===== config.mk =====
export PLATFORM = sky130hd
export DESIGN_NAME = pdp8_mem_port_monitor
export DESIGN_NICKNAME = d
export VERILOG_FILES = /design/src/rtl/pdp8_mem_port_monitor.sv
export SDC_FILE = /design/constraint.sdc
export NUM_CORES = 1
export LEC_CHECK = 0
export ABC_AREA = 0
export CAP_MARGIN = 40
export CORE_MARGIN = 10
export CORE_UTILIZATION = 57
export CTS_CLUSTER_SIZE = 30
export DETAILED_ROUTE_END_ITERATION = 7
export PLACE_DENSITY = 0.95
export SLEW_MARGIN = 20
export SYNTH_ARGS = -nofsm -noshare
export SYNTH_HDL_FRONTEND = slang
export SYNTH_SLANG_ARGS = --single-unit
export TNS_END_PERCENT = 10

===== constraint.sdc =====
create_clock -name clk -period 7.4 [get_ports clk]
set_clock_uncertainty 0.1 [all_clocks]
set_input_delay 1.48 -clock clk [delete_from_list [all_inputs] [get_ports clk]]
set_output_delay 1.48 -clock clk [all_outputs]
set_load 0.005 [all_outputs]

===== src/rtl/pdp8_mem_port_monitor.sv =====
`default_nettype none
// ============================================================================
// Module      : pdp8_mem_port_monitor
// Description : Passive protocol monitor for the PDP-8 memory request ports
//               (0 = IFU read, 1 = EXEC read, 2 = EXEC write). Per port it
//               checks address setup before a request rises, address hold
//               while the request is high, requests during a stall, request
//               timeout and address range. Results are reported as a
//               one-cycle error pulse, sticky code bits, saturating error
//               counters and a first-error capture. Observes only.
//
// Ports       : clk, reset        - clock, synchronous active-high reset
//               enable            - 1 = detection active (tracking always runs)
//               clear_err         - clears sticky flags, counters, capture
//               stall             - EXEC stall
//               req / addr        - per-port request and packed address bus
//               base_addr /
//               limit_addr        - inclusive legal address range
//               err_pulse         - per port, error seen in previous cycle
//               err_sticky        - per port 5-bit code, sticky
//                                   [0] SETUP [1] HOLD [2] STALL
//                                   [3] TIMEOUT [4] RANGE
//               err_count         - per port saturating error-cycle count
//               first_err_*       - capture of the first error after clear
//
// Revision    : 1.0 - initial release
// ============================================================================
module pdp8_mem_port_monitor #(
    parameter int                   ADDR_WIDTH     = 12,
    parameter int                   NUM_PORTS      = 3,
    parameter int                   SETUP_CYCLES   = 3,
    parameter int                   MAX_REQ_CYCLES = 8,
    parameter logic [NUM_PORTS-1:0] STALL_MASK     = 3'b001,
    parameter int                   CNT_WIDTH      = 8
) (
    input  logic                            clk,
    input  logic                            reset,
    input  logic                            enable,
    input  logic                            clear_err,
    input  logic                            stall,
    input  logic [NUM_PORTS-1:0]            req,
    input  logic [NUM_PORTS*ADDR_WIDTH-1:0] addr,
    input  logic [ADDR_WIDTH-1:0]           base_addr,
    input  logic [ADDR_WIDTH-1:0]           limit_addr,
    output logic [NUM_PORTS-1:0]            err_pulse,
    output logic [NUM_PORTS*5-1:0]          err_sticky,
    output logic [NUM_PORTS*CNT_WIDTH-1:0]  err_count,
    output logic                            first_err_valid,
    output logic [$clog2(NUM_PORTS)-1:0]    first_err_port,
    output logic [4:0]                      first_err_code,
    output logic [ADDR_WIDTH-1:0]           first_err_addr
);

    localparam int c_STABLE_W = $clog2(SETUP_CYCLES + 1);
    localparam int c_REQ_W    = $clog2(MAX_REQ_CYCLES + 1);
    localparam int c_PORT_W   = $clog2(NUM_PORTS);

    localparam logic [c_STABLE_W-1:0] c_SETUP   = c_STABLE_W'(SETUP_CYCLES);
    localparam logic [c_REQ_W-1:0]    c_MAX_REQ = c_REQ_W'(MAX_REQ_CYCLES);

    // Per-port request FSM; the state register doubles as the previous
    // cycle's request (IDLE = req_q 0, ACTIVE = req_q 1).
    localparam logic [0:0] c_IDLE   = 1'b0;
    localparam logic [0:0] c_ACTIVE = 1'b1;

    logic [4:0]           w_err [NUM_PORTS];
    logic [NUM_PORTS-1:0] w_port_err;

    // ------------------------------------------------------------------------
    // Per-port tracking and detection
    // ------------------------------------------------------------------------
    for (genvar p = 0; p < NUM_PORTS; p++) begin : g_port
        logic [ADDR_WIDTH-1:0] w_addr;
        logic [ADDR_WIDTH-1:0] r_addr_q;
        logic [0:0]            r_state;
        logic [c_STABLE_W-1:0] r_stable_cnt;
        logic [c_STABLE_W-1:0] w_eff;
        logic [c_REQ_W-1:0]    r_req_cnt;
        logic [c_REQ_W-1:0]    w_req_cnt_inc;
        logic                  r_to_done;
        logic                  w_rise;
        logic                  w_active_hi;
        logic                  w_timeout_hit;

        assign w_addr = addr[p*ADDR_WIDTH +: ADDR_WIDTH];

        // Number of consecutive preceding cycles holding the current address,
        // saturating at SETUP_CYCLES.
        assign w_eff = (w_addr != r_addr_q)     ? '0 :
                       (r_stable_cnt < c_SETUP) ? r_stable_cnt + c_STABLE_W'(1) :
                                                  c_SETUP;

        assign w_rise        = (r_state == c_IDLE) && req[p];
        assign w_active_hi   = (r_state == c_ACTIVE) && req[p];
        assign w_req_cnt_inc = (r_req_cnt == c_MAX_REQ) ? r_req_cnt
                                                        : r_req_cnt + c_REQ_W'(1);
        // Count reaching the limit on this cycle marks the (MAX+1)-th high
        // cycle of the request; to_done keeps it to a single report.
        assign w_timeout_hit = w_active_hi && (w_req_cnt_inc == c_MAX_REQ);

        assign w_err[p] = {5{enable}} & {
            w_rise && ((w_addr < base_addr) || (w_addr > limit_addr)),  // RANGE
            w_timeout_hit && !r_to_done,                                // TIMEOUT
            req[p] && stall && STALL_MASK[p],                           // STALL
            w_active_hi && (w_addr != r_addr_q),                        // HOLD
            w_rise && (w_eff < c_SETUP)                                 // SETUP
        };

        assign w_port_err[p] = |w_err[p];

        always_ff @(posedge clk) begin
            if (reset) begin
                r_addr_q     <= '0;
                r_state      <= c_IDLE;
                r_stable_cnt <= '0;
                r_req_cnt    <= '0;
                r_to_done    <= 1'b0;
            end else begin
                r_addr_q     <= w_addr;
                r_stable_cnt <= w_eff;
                case (r_state)
                    c_IDLE: begin
                        if (req[p]) begin
                            r_state <= c_ACTIVE;
                        end
                    end
                    c_ACTIVE: begin
                        if (!req[p]) begin
                            r_state   <= c_IDLE;
                            r_req_cnt <= '0;
                            r_to_done <= 1'b0;
                        end else begin
                            r_req_cnt <= w_req_cnt_inc;
                            if (w_timeout_hit) begin
                                r_to_done <= 1'b1;
                            end
                        end
                    end
                    default: r_state <= c_IDLE;
                endcase
            end
        end
    end

    // ------------------------------------------------------------------------
    // First-error selection: the lowest-indexed erring port wins, so scan
    // downwards and let the last hit stand.
    // ------------------------------------------------------------------------
    logic                  w_any_err;
    logic [c_PORT_W-1:0]   w_sel_port;
    logic [4:0]            w_sel_code;
    logic [ADDR_WIDTH-1:0] w_sel_addr;

    always_comb begin
        w_any_err  = 1'b0;
        w_sel_port = '0;
        w_sel_code = '0;
        w_sel_addr = '0;
        for (int p = NUM_PORTS - 1; p >= 0; p--) begin
            if (w_port_err[p]) begin
                w_any_err  = 1'b1;
                w_sel_port = c_PORT_W'(p);
                w_sel_code = w_err[p];
                w_sel_addr = addr[p*ADDR_WIDTH +: ADDR_WIDTH];
            end
        end
    end

    // ------------------------------------------------------------------------
    // Recording. A clear coinciding with a new error restarts the records
    // from that error rather than discarding it.
    // ------------------------------------------------------------------------
    logic [NUM_PORTS-1:0]           r_err_pulse;
    logic [NUM_PORTS*5-1:0]         r_err_sticky;
    logic [NUM_PORTS*CNT_WIDTH-1:0] r_err_count;
    logic                           r_first_valid;
    logic [c_PORT_W-1:0]            r_first_port;
    logic [4:0]                     r_first_code;
    logic [ADDR_WIDTH-1:0]          r_first_addr;

    always_ff @(posedge clk) begin
        if (reset) begin
            r_err_pulse   <= '0;
            r_err_sticky  <= '0;
            r_err_count   <= '0;
            r_first_valid <= 1'b0;
            r_first_port  <= '0;
            r_first_code  <= '0;
            r_first_addr  <= '0;
        end else begin
            r_err_pulse <= w_port_err;
            for (int p = 0; p < NUM_PORTS; p++) begin
                if (clear_err) begin
                    r_err_sticky[p*5 +: 5]               <= w_err[p];
                    r_err_count[p*CNT_WIDTH +: CNT_WIDTH] <= CNT_WIDTH'(w_port_err[p]);
                end else begin
                    r_err_sticky[p*5 +: 5] <= r_err_sticky[p*5 +: 5] | w_err[p];
                    if (w_port_err[p] && !(&r_err_count[p*CNT_WIDTH +: CNT_WIDTH])) begin
                        r_err_count[p*CNT_WIDTH +: CNT_WIDTH] <=
                            r_err_count[p*CNT_WIDTH +: CNT_WIDTH] + CNT_WIDTH'(1);
                    end
                end
            end
            if (w_any_err && (clear_err || !r_first_valid)) begin
                r_first_valid <= 1'b1;
                r_first_port  <= w_sel_port;
                r_first_code  <= w_sel_code;
                r_first_addr  <= w_sel_addr;
            end else if (clear_err) begin
                r_first_valid <= 1'b0;
                r_first_port  <= '0;
                r_first_code  <= '0;
                r_first_addr  <= '0;
            end
        end
    end

    assign err_pulse       = r_err_pulse;
    assign err_sticky      = r_err_sticky;
    assign err_count       = r_err_count;
    assign first_err_valid = r_first_valid;
    assign first_err_port  = r_first_port;
    assign first_err_code  = r_first_code;
    assign first_err_addr  = r_first_addr;

endmodule
`default_nettype wire

Yosys cells after proc, flatten, opt, wreduce, memory -nomap -nowiden
Index checks and enable logic that the tools add are counted.
{"block": "word_totals", "register_bits": 122, "inputBits": 68, "out_inout_bits": 62, "word_cells": 170}
{"block": "op_classes", "add_sub_neg": 9, "n_lt_le_gt_ge": 12, "n_eq_ne": 12, "n_mux": 50, "n_bitwise": 9, "reduce_logical": 51}
{"op": "12-bit two-way mux", "count": 5}
{"op": "5-bit two-way mux", "count": 8}
{"op": "12-bit > comparator", "count": 3}
{"op": "12-bit < comparator", "count": 3}
{"op": "12-bit inequality test", "count": 3}
{"op": "1-bit logical AND", "count": 26}
{"op": "8-bit by 1-bit adder with 8-bit output, second input constant", "count": 3}
{"op": "4-bit equality test, second input constant", "count": 6}
{"op": "4-bit two-way mux", "count": 6}
{"op": "8-bit AND reduction", "count": 3}
{"op": "2-bit two-way mux", "count": 11}
{"op": "1-bit two-way mux", "count": 20}
{"op": "5-bit bitwise AND", "count": 3}
{"op": "5-bit bitwise OR", "count": 3}
{"op": "5-bit OR reduction", "count": 3}
{"op": "4-bit by 1-bit adder with 4-bit output, second input constant", "count": 3}
{"op": "2-bit < comparator, second input constant", "count": 6}
{"op": "2-bit nonzero test", "count": 4}
{"op": "1-bit zero test", "count": 7}
{"op": "2-bit by 1-bit adder with 2-bit output, second input constant", "count": 3}
{"op": "2-bit by 1-bit inequality test with 1-bit output, second input constant", "count": 3}
{"op": "2-bit AND reduction", "count": 3}
{"op": "1-bit logical OR", "count": 4}
{"op": "1-bit inverter", "count": 3}
{"op": "2-bit OR reduction", "count": 1}

Longest topological paths before layout
Gate-level depths: netlist of run 1.
{"block": "logic_depth", "depth_word": 12, "depth_mapped": 12, "mapped_depth_nobuf": 10}

Worst setup path after synthesis of run 1
No wires, ideal clock.
{"block": "synth_timing", "path_kind": "input-to-reg", "start": "input limit_addr[9]", "end": "register r_first_addr[10], in the netlist first_err_addr[10]", "setup_time_ps": 117, "arrival_time_ps": 3658, "required_time_ps": 7183, "slack_ps": 3524, "path_stages": 12, "n_path_buf": 2, "cell_sequence": "inv_1 ha_1 a211oi_1 nor2_1 or3_1 o211ai_2 and3_1 buf_4 nor2_2 buf_2 a221o_1 a32o_1"}
{"block": "synth_between", "elab_chain_len": 10, "elab_cells_between_ends": 24, "cone_classes": "3 x order compare; 7 x mux; 3 x bitwise; 11 x reduce/logical"}
{"element": "from (decl)", "line": "44", "rtl": "input logic [ADDR_WIDTH-1:0] limit_addr,"}
{"element": "12-bit > comparator", "line": "102", "rtl": "w_rise && ((w_addr < base_addr) || (w_addr > limit_addr)),"}
{"element": "1-bit logical OR", "line": "102"}
{"element": "1-bit logical AND", "line": "102"}
{"element": "5-bit bitwise AND", "line": "101", "rtl": "assign w_err[p] = {5{enable}} & {"}
{"element": "5-bit OR reduction", "line": "109", "rtl": "assign w_port_err[p] = |w_err[p];"}
{"element": "1-bit two-way mux (3 in series)", "line": "160", "rtl": "if (w_port_err[p]) begin"}
{"element": "1-bit logical AND", "line": "204", "rtl": "if (w_any_err && (clear_err || !r_first_valid)) begin"}
{"element": "12-bit two-way mux / 2-bit nonzero test (equally long branches)"}
{"element": "to (signal assigned)", "line": "208", "rtl": "r_first_addr <= w_sel_addr;"}
{"element": "to (decl)", "line": "179", "rtl": "logic [ADDR_WIDTH-1:0] r_first_addr;"}
Parallel ways exist; a longest one is shown, timed or not.
A chain may end at the register's enable or synchronous reset.

Worst setup path after layout of run 1
{"block": "layout_timing", "start": "input addr[2]", "end": "register r_first_addr[7], in the netlist first_err_addr[7]"}
{"block": "layout_between", "elab_chain_len": 9, "elab_cells_between_ends": 16, "cone_classes": "3 x order compare; 1 x eq/ne; 4 x mux; 1 x bitwise; 7 x reduce/logical"}
{"element": "from (decl)", "line": "42", "rtl": "input logic [NUM_PORTS*ADDR_WIDTH-1:0] addr,"}
{"element": "branches (longest 4 deep; another with 12-bit < comparator)"}
{"element": "5-bit bitwise AND *", "line": "101"}
{"element": "5-bit OR reduction *", "line": "109"}
{"element": "1-bit two-way mux", "line": "160"}
{"element": "1-bit logical AND", "line": "204"}
{"element": "12-bit two-way mux / 2-bit nonzero test (equally long branches)"}
Every way passes the cells marked *.

==> results.ini, run 1 <==
[worst_setup_path]
cp.arrival_ns = 5.17
crit_path_end_kind = flip-flop
cp_max_fo = 42
crit_top_cell = a211oi_1
crit_required_ns = 7.61
startpoint_type = input pin
slowest_delay_ns = 0.54
cp_slowest_cell = clkdlybuf4s50_1
path_buf_inv = 1
crit_type = in -> reg
cp_cell_sequence = clkdlybuf4s50_1 -> ha_1 -> a211oi_1 -> a211oi_1 -> a2111oi_2 -> o221a_2 -> nand2_2 -> o31ai_4 -> nor2_2 -> a32o_1
crit_family = compound AO/OA/AOI/OAI gates

[route]
drtIter0Drc = 880
wl_um = 22500
via_per_inst = 6.36
vias = 6790
antenna_left = 0
wire_per_inst_um = 21.1
drc = 0
firstDrtPassIters = 5

[clocking]
cts_resized = 0
htree_levels = 4
cts-root-buf = clkbuf_16
clkSinkCount = 120
clk_latency_ns = 0.42
clkSlewWorstSetupHoldPaths_ns = 0.06
cts_hold_buf = 0
cts_max_path_buffers = 2
numCtsBuffers = 17
cts_tree = built
post_cts_buffers = 0

[run]
drv_cap = 0

[layout]
multi_input_area_mm2 = 0.00424
regArea_mm2 = 0.00240
syn2layout_area_growth_pct = 27.4
final_cells = 1068
fillers = 744
drive_gt1_frac = 0.0597
n_antenna_cell = 0
nets = 1054

[timing]
rsz0062_at_grt = no
layout_min_cycle_time_ns = 4.96
relSlewSlack = 0.411
hold_viol = 0
slew_violations = 0
post-route-period-util = 0.670
setup_total_negative_slack_ns = 0
tightest_slew_ns = 0.880
setup_viol = 0
max_freq_mhz = 202
worst_slack_ns = 2.44

[synth]
synth.area.top_cells = dfxtp_1, ha_1, a21oi_1, nor2b_1, xnor2_1
synth_flop_cell = dfxtp_1
yosys_register_bits = 120
syn-cell-area_mm2 = 0.00696
synth_warnings = 0
synth_top_cell_by_area = dfxtp_1
ys_seq_area_frac = 0.345
syn_avg_cell_area_um2 = 8.77
synth_edf_count = 0
synth.top_cell.area_share = 0.345
synthArstFlopShare = 0
ys_types = 63
synthCells = 793

[place]
place.gp.congestion = 0.937
dpl.hpwl_um = 15700
port_buffers = 127
place_ws_ns = 2.22
place_inst = 1036

[floorplan]
start_util = 0.581
top_level_ports = 130
die_w_um = 130
die_h_um = 130
rows = 40
dieArea_mm2 = 0.0170
core-area_mm2 = 0.0120

[global_routing]
grt_max_degree = 81
grt_pass1_vias = 6839
grt.overflow.total = 0
antenna_found_initial = 0
grtUsageTotal = 0.268
grt_pass1_wl_um = 35800

[power]
p_leak_nw = 3.50
ir_drop_v = 0.000158
p_total_mw = 1.88
power_density_mw_per_mm2 = 213

[hold_path]
hold_class = reg -> reg

[status]
outcome = finished, final reports clean

[through the flow]
stage	instance area (um^2)	hold WS, ns	utilization
5_1_grt	8860	0.369	0.741
3_5_place_dp	8250	0.338	0.690
3_3_place_gp	8250	0.331	0.690
4_1_cts	8860	0.351	0.741
2_1_floorplan	6960	0.315	-
6_report	8860	0.352	0.741
[worst reg2reg max path, delay by kind of cell (launching register included)]
kind | cells | cell delay (ns)
compound gates | 6 | 1.49
fa+ha+maj | 1 | 0.24
buf+inv | 1 | 0.09
flops | 1 | 0.44
simple gates | 2 | 1.23
[final cells by class]
cell class                      instances  area share
Inverter                               41      0.0174
Sequential cell                       120       0.271
Tap cell                              147      0.0208
Timing Repair Buffer                  128       0.144
Clock inverter                         14      0.0193
Multi-Input combinational cell        600       0.478
Clock buffer                           18      0.0495
[final timing paths]
check,from,to,slack (ns),cells past startpoint
worst min register to register,g_port[0].r_stable_cnt[0],g_port[0].r_stable_cnt[0],0.35,1
worst min-delay path,g_port[0].r_stable_cnt[0],g_port[0].r_stable_cnt[0],0.35,1
worst max-delay path,addr[2],first_err_addr[7],2.44,10
worst max register to register,g_port[0].r_req_cnt[0],first_err_addr[7],3.74,10
[synth_stat cells (3+ instances only)]
master / number
nand2b_1: 13
a2bb2oi_1: 3
nor4_1: 5
nor2b_1: 47
o21a_1: 7
o211ai_1: 10
and3_1: 6
clkbuf_1: 22
nand4_1: 26
nand2_1: 58
buf_4: 3
nor4_2: 3
a211oi_1: 14
nor3_1: 17
a21oi_1: 62
buf_2: 5
o21ai_0: 28
nor4b_1: 3
xnor2_1: 33
nand3b_1: 5
and2_1: 4
a32o_1: 12
a21o_1: 3
a211o_1: 3
ha_1: 78
xor2_1: 21
dfxtp_1: 120
nand3_1: 21
a221o_1: 12
buf_6: 3
nor3b_1: 4
inv_1: 41
nor2_1: 60
[kinds of logic (layout without fill, tap and decap cells)]
logic type	Yosys count	after routing	share of synthesized area
other cells	1	2	0.000539
xor+xnor	54	54	0.0680
flops	120	120	0.345
mux	1	1	0.00144
compound gates	176	176	0.176
fa+ha+maj	78	78	0.140
simple gates	289	289	0.223
buf+inv	74	201	0.0457
[flip-flops by register name, summed over array words and instances (netlist names)]
register / count
g_port.r_addr_q: 36
err_count: 24
err_sticky: 13
first_err_addr: 12
g_port.r_req_cnt: 12
g_port.r_stable_cnt: 6
first_err_code: 5
err_pulse: 3
g_port.r_state: 3
g_port.r_to_done: 3
first_err_port: 2
first_err_valid: 1
[routing by layer]
| layer | global-route usage | share of wire |
|---|---|---|
| met1 | 0.314 | 0.37 |
| met4 | 0.135 | 0.056 |
| met5 | 0.0185 | 0 |
| met3 | 0.0770 | 0.11 |
| met2 | 0.437 | 0.46 |
[report_power, final]
part / internal (mW) / switching [mW] / leakage, nW
logic: 0.149 / 0.181 / 2.22
clock network: 0.540 / 0.316 / 0.293
registers: 0.676 / 0.0224 / 0.983
[placed cells by master (no fill, tap or decap), types with 21 or more instances in the layout]
| master | instances |
|---|---|
| inv_1 | 41 |
| xor2_1 | 21 |
| nor2_1 | 60 |
| nor2b_1 | 47 |
| nand3_1 | 21 |
| a21oi_1 | 62 |
| xnor2_1 | 33 |
| nand2_1 | 58 |
| dfxtp_1 | 120 |
| clkdlybuf4s50_1 | 126 |
| ha_1 | 78 |
| nand4_1 | 26 |
| o21ai_0 | 28 |
Note: power is estimated with default switching activity, not from simulation.
==> inputs of run 2 (changes only) <==
CORE_UTILIZATION = 53   (was 57)
PLACE_DENSITY = 0.93   (was 0.95)
clock period = 4.91 ns   (was 7.4 ns; I/O delays follow)
==> run 2 against run 1 <==
Sequential power increased by 50%. Register-to-register slack got worse by 2.1 ns. Flip-flop and latch count unchanged. Critical path type unchanged.
==> results.ini, run 2 (synthesis gave the netlist of run 1 again) <==
[place]
port_buffers = 127  ; unchanged
placed_area_mm2 = 0.00832  ; +0.83%
dpl.hpwl_um = 16400  ; +4.4%
place.gp.congestion = 0.969  ; +3.4%

[power]
power_density_mw_per_mm2 = 322  ; +52%
p_int_mw = 2.10  ; +54%
ir_drop_v = 0.000206  ; +30%
p_leak_nw = 3.53  ; +1.1%
p_comb_frac = 0.173  ; -0.002
clockPowerShare = 0.462  ; +0.008
swShare = 0.274  ; -0.00172
power.switching_mw = 0.792  ; +52%
p_total_mw = 2.89  ; +53%
seqPwrFrac = 0.365  ; -0.006

[clocking]
cts_tree = built
cts_max_path_buffers = 2  ; unchanged
cts_resized = 0  ; unchanged
clkSinkCount = 120  ; unchanged
post_cts_buffers = 0  ; unchanged
cts_hold_buf = 0  ; unchanged
cts-root-buf = clkbuf_16
clkSlewWorstSetupHoldPaths_ns = 0.06  ; about the same
htree_levels = 4  ; unchanged
clk_latency_ns = 0.44  ; +0.02 ns
numCtsBuffers = 17  ; unchanged

[worst_setup_path]
crit_path_end_kind = flip-flop
crit_required_ns = 5.19  ; -2.42 ns
rrSetupSlack_ns = 1.67  ; -2.07 ns
crit_type = in -> reg
startpoint_type = input pin
cp.arrival_ns = 4.37  ; -0.80 ns
cp_max_fo = 14  ; -67%

[timing]
slew_violations = 0  ; unchanged
post-route-period-util = 0.834
setup_viol = 0  ; unchanged
layout_min_cycle_time_ns = 4.10
hold_viol = 0  ; unchanged
max_freq_mhz = 244
hold-worst-slack_ns = 0.353  ; +0.00138 ns
rsz0062_at_grt = no
setup_total_negative_slack_ns = 0  ; unchanged
relSlewSlack = 0.529  ; +0.118
tightest_slew_ns = 0.706  ; -0.175 ns

[global_routing]
grt.overflow.total = 0  ; unchanged
grt_pass1_wl_um = 36200  ; +1.2%
antenna_found_initial = 0  ; unchanged
grtUsageTotal = 0.251  ; -0.0162
grt_pass1_vias = 6864  ; +0.37%
grt_max_degree = 46  ; -43%

[route]
wire_per_inst_um = 20.9  ; -0.78%
route.met2.wl_um = 10800  ; +3.5%
drtIter0Drc = 885  ; +0.57%
wl_um = 23000  ; +2.1%
antenna_left = 0  ; unchanged
met3_wirelength_um = 2360  ; -3.1%
firstDrtPassIters = 6  ; +1
via_per_inst = 6.26  ; -1.6%
vias = 6875  ; +1.3%
drc = 0  ; unchanged
drt-met1-wl_um = 8440  ; +0.54%
top_layer = met4

[floorplan]
rows = 41  ; +2.5%
die_w_um = 135  ; +3.1%
top_level_ports = 130  ; unchanged
start_util = 0.547  ; -0.0348
dieArea_mm2 = 0.0181  ; +6.4%
die_h_um = 135  ; +3.1%
core-area_mm2 = 0.0127  ; +6.4%

[layout]
largest_reg_flops = 36  ; unchanged
regMostFlops = g_port.r_addr_q
syn2layout_area_growth_pct = 29.0
mostFrequentLayoutCells = clkdlybuf4s50_1, dfxtp_1, ha_1
nets = 1060  ; +0.57%
final_common_cell = clkdlybuf4s50_1
utilization = 0.705  ; -0.0359
design_area_mm2 = 0.00897  ; +1.2%
fillers = 934  ; +26%
drive_gt1_frac = 0.0658  ; +0.00609
n_antenna_cell = 0  ; unchanged

[run]
drv_cap = 0  ; unchanged

[hold_path]
hold_class = reg -> reg

[status]
outcome = finished, final reports clean

## run 2: cell count changes in the layout (fill, tap and decap cells not counted)
| cell | change |
|---|---|
| inv_8 | +1 |
| bufinv_16 | +1 |
| inv_6 | -3 |
| buf_4 | +5 |
| clkbuf_8 | -1 |
| clkinv_4 | +1 |
| clkinvlp_4 | +1 |
| buf_12 | +1 |
## run 2: metrics by stage
| stage | instances | setup WS (ns) |
|---|---|---|
| floorplan | 794 | 1.53 |
| CTS | 1098 | 0.944 |
| detailed placement | 1066 | 0.618 |
| global placement | 1066 | 0.701 |
| finish | 1099 | 0.813 |
| global route | 1099 | 0.779 |
## run 2: worst paths after layout
path,startpoint,to,cells past startpoint
setup / recovery,addr[14],first_err_addr[0],10
hold reg to reg,g_port[2].r_stable_cnt[0],g_port[2].r_stable_cnt[0],1
setup reg to reg,g_port[2].r_req_cnt[0],first_err_addr[2],10
hold / removal,g_port[2].r_stable_cnt[0],g_port[2].r_stable_cnt[0],1
## run 2: critical path: stages
cell and delay (ns):
clkdlybuf4s50_1 0.70, ha_1 0.31, a211oi_1 0.30, o21ai_0 0.15
a211oi_1 0.43, o211ai_1 0.24, nand3_2 0.27, o31ai_4 0.13
nor2_2 0.56, a32o_1 0.29
## run 2: per-layer routing
metal  up-vias  GRT usage
met5         -          0
met4         0      0.151
met3       150     0.0853
met2       478      0.412
met1      3160      0.276
li1       3087          -
## run 2: area by class of cell
type,instances,area [um^2],share of cell area
clock buffers,17,425,0.0474
clock inverters,15,203,0.0226
inverters,41,154,0.0172
multi-input cells,600,4240,0.473
flip-flops and latches,120,2400,0.268
well taps,172,215,0.0240
repair buffers,134,1330,0.148
## run 2: power by group through the flow
stage | registers (mW) | logic, mW | clock network, mW
2_1_floorplan | 1.06 | 0.271 | 0
3_3_place_gp | 1.07 | 0.454 | 0
3_5_place_dp | 1.07 | 0.473 | 0
4_1_cts | 1.05 | 0.487 | 1.33
5_1_grt | 1.06 | 0.537 | 1.38
6_report | 1.05 | 0.501 | 1.33
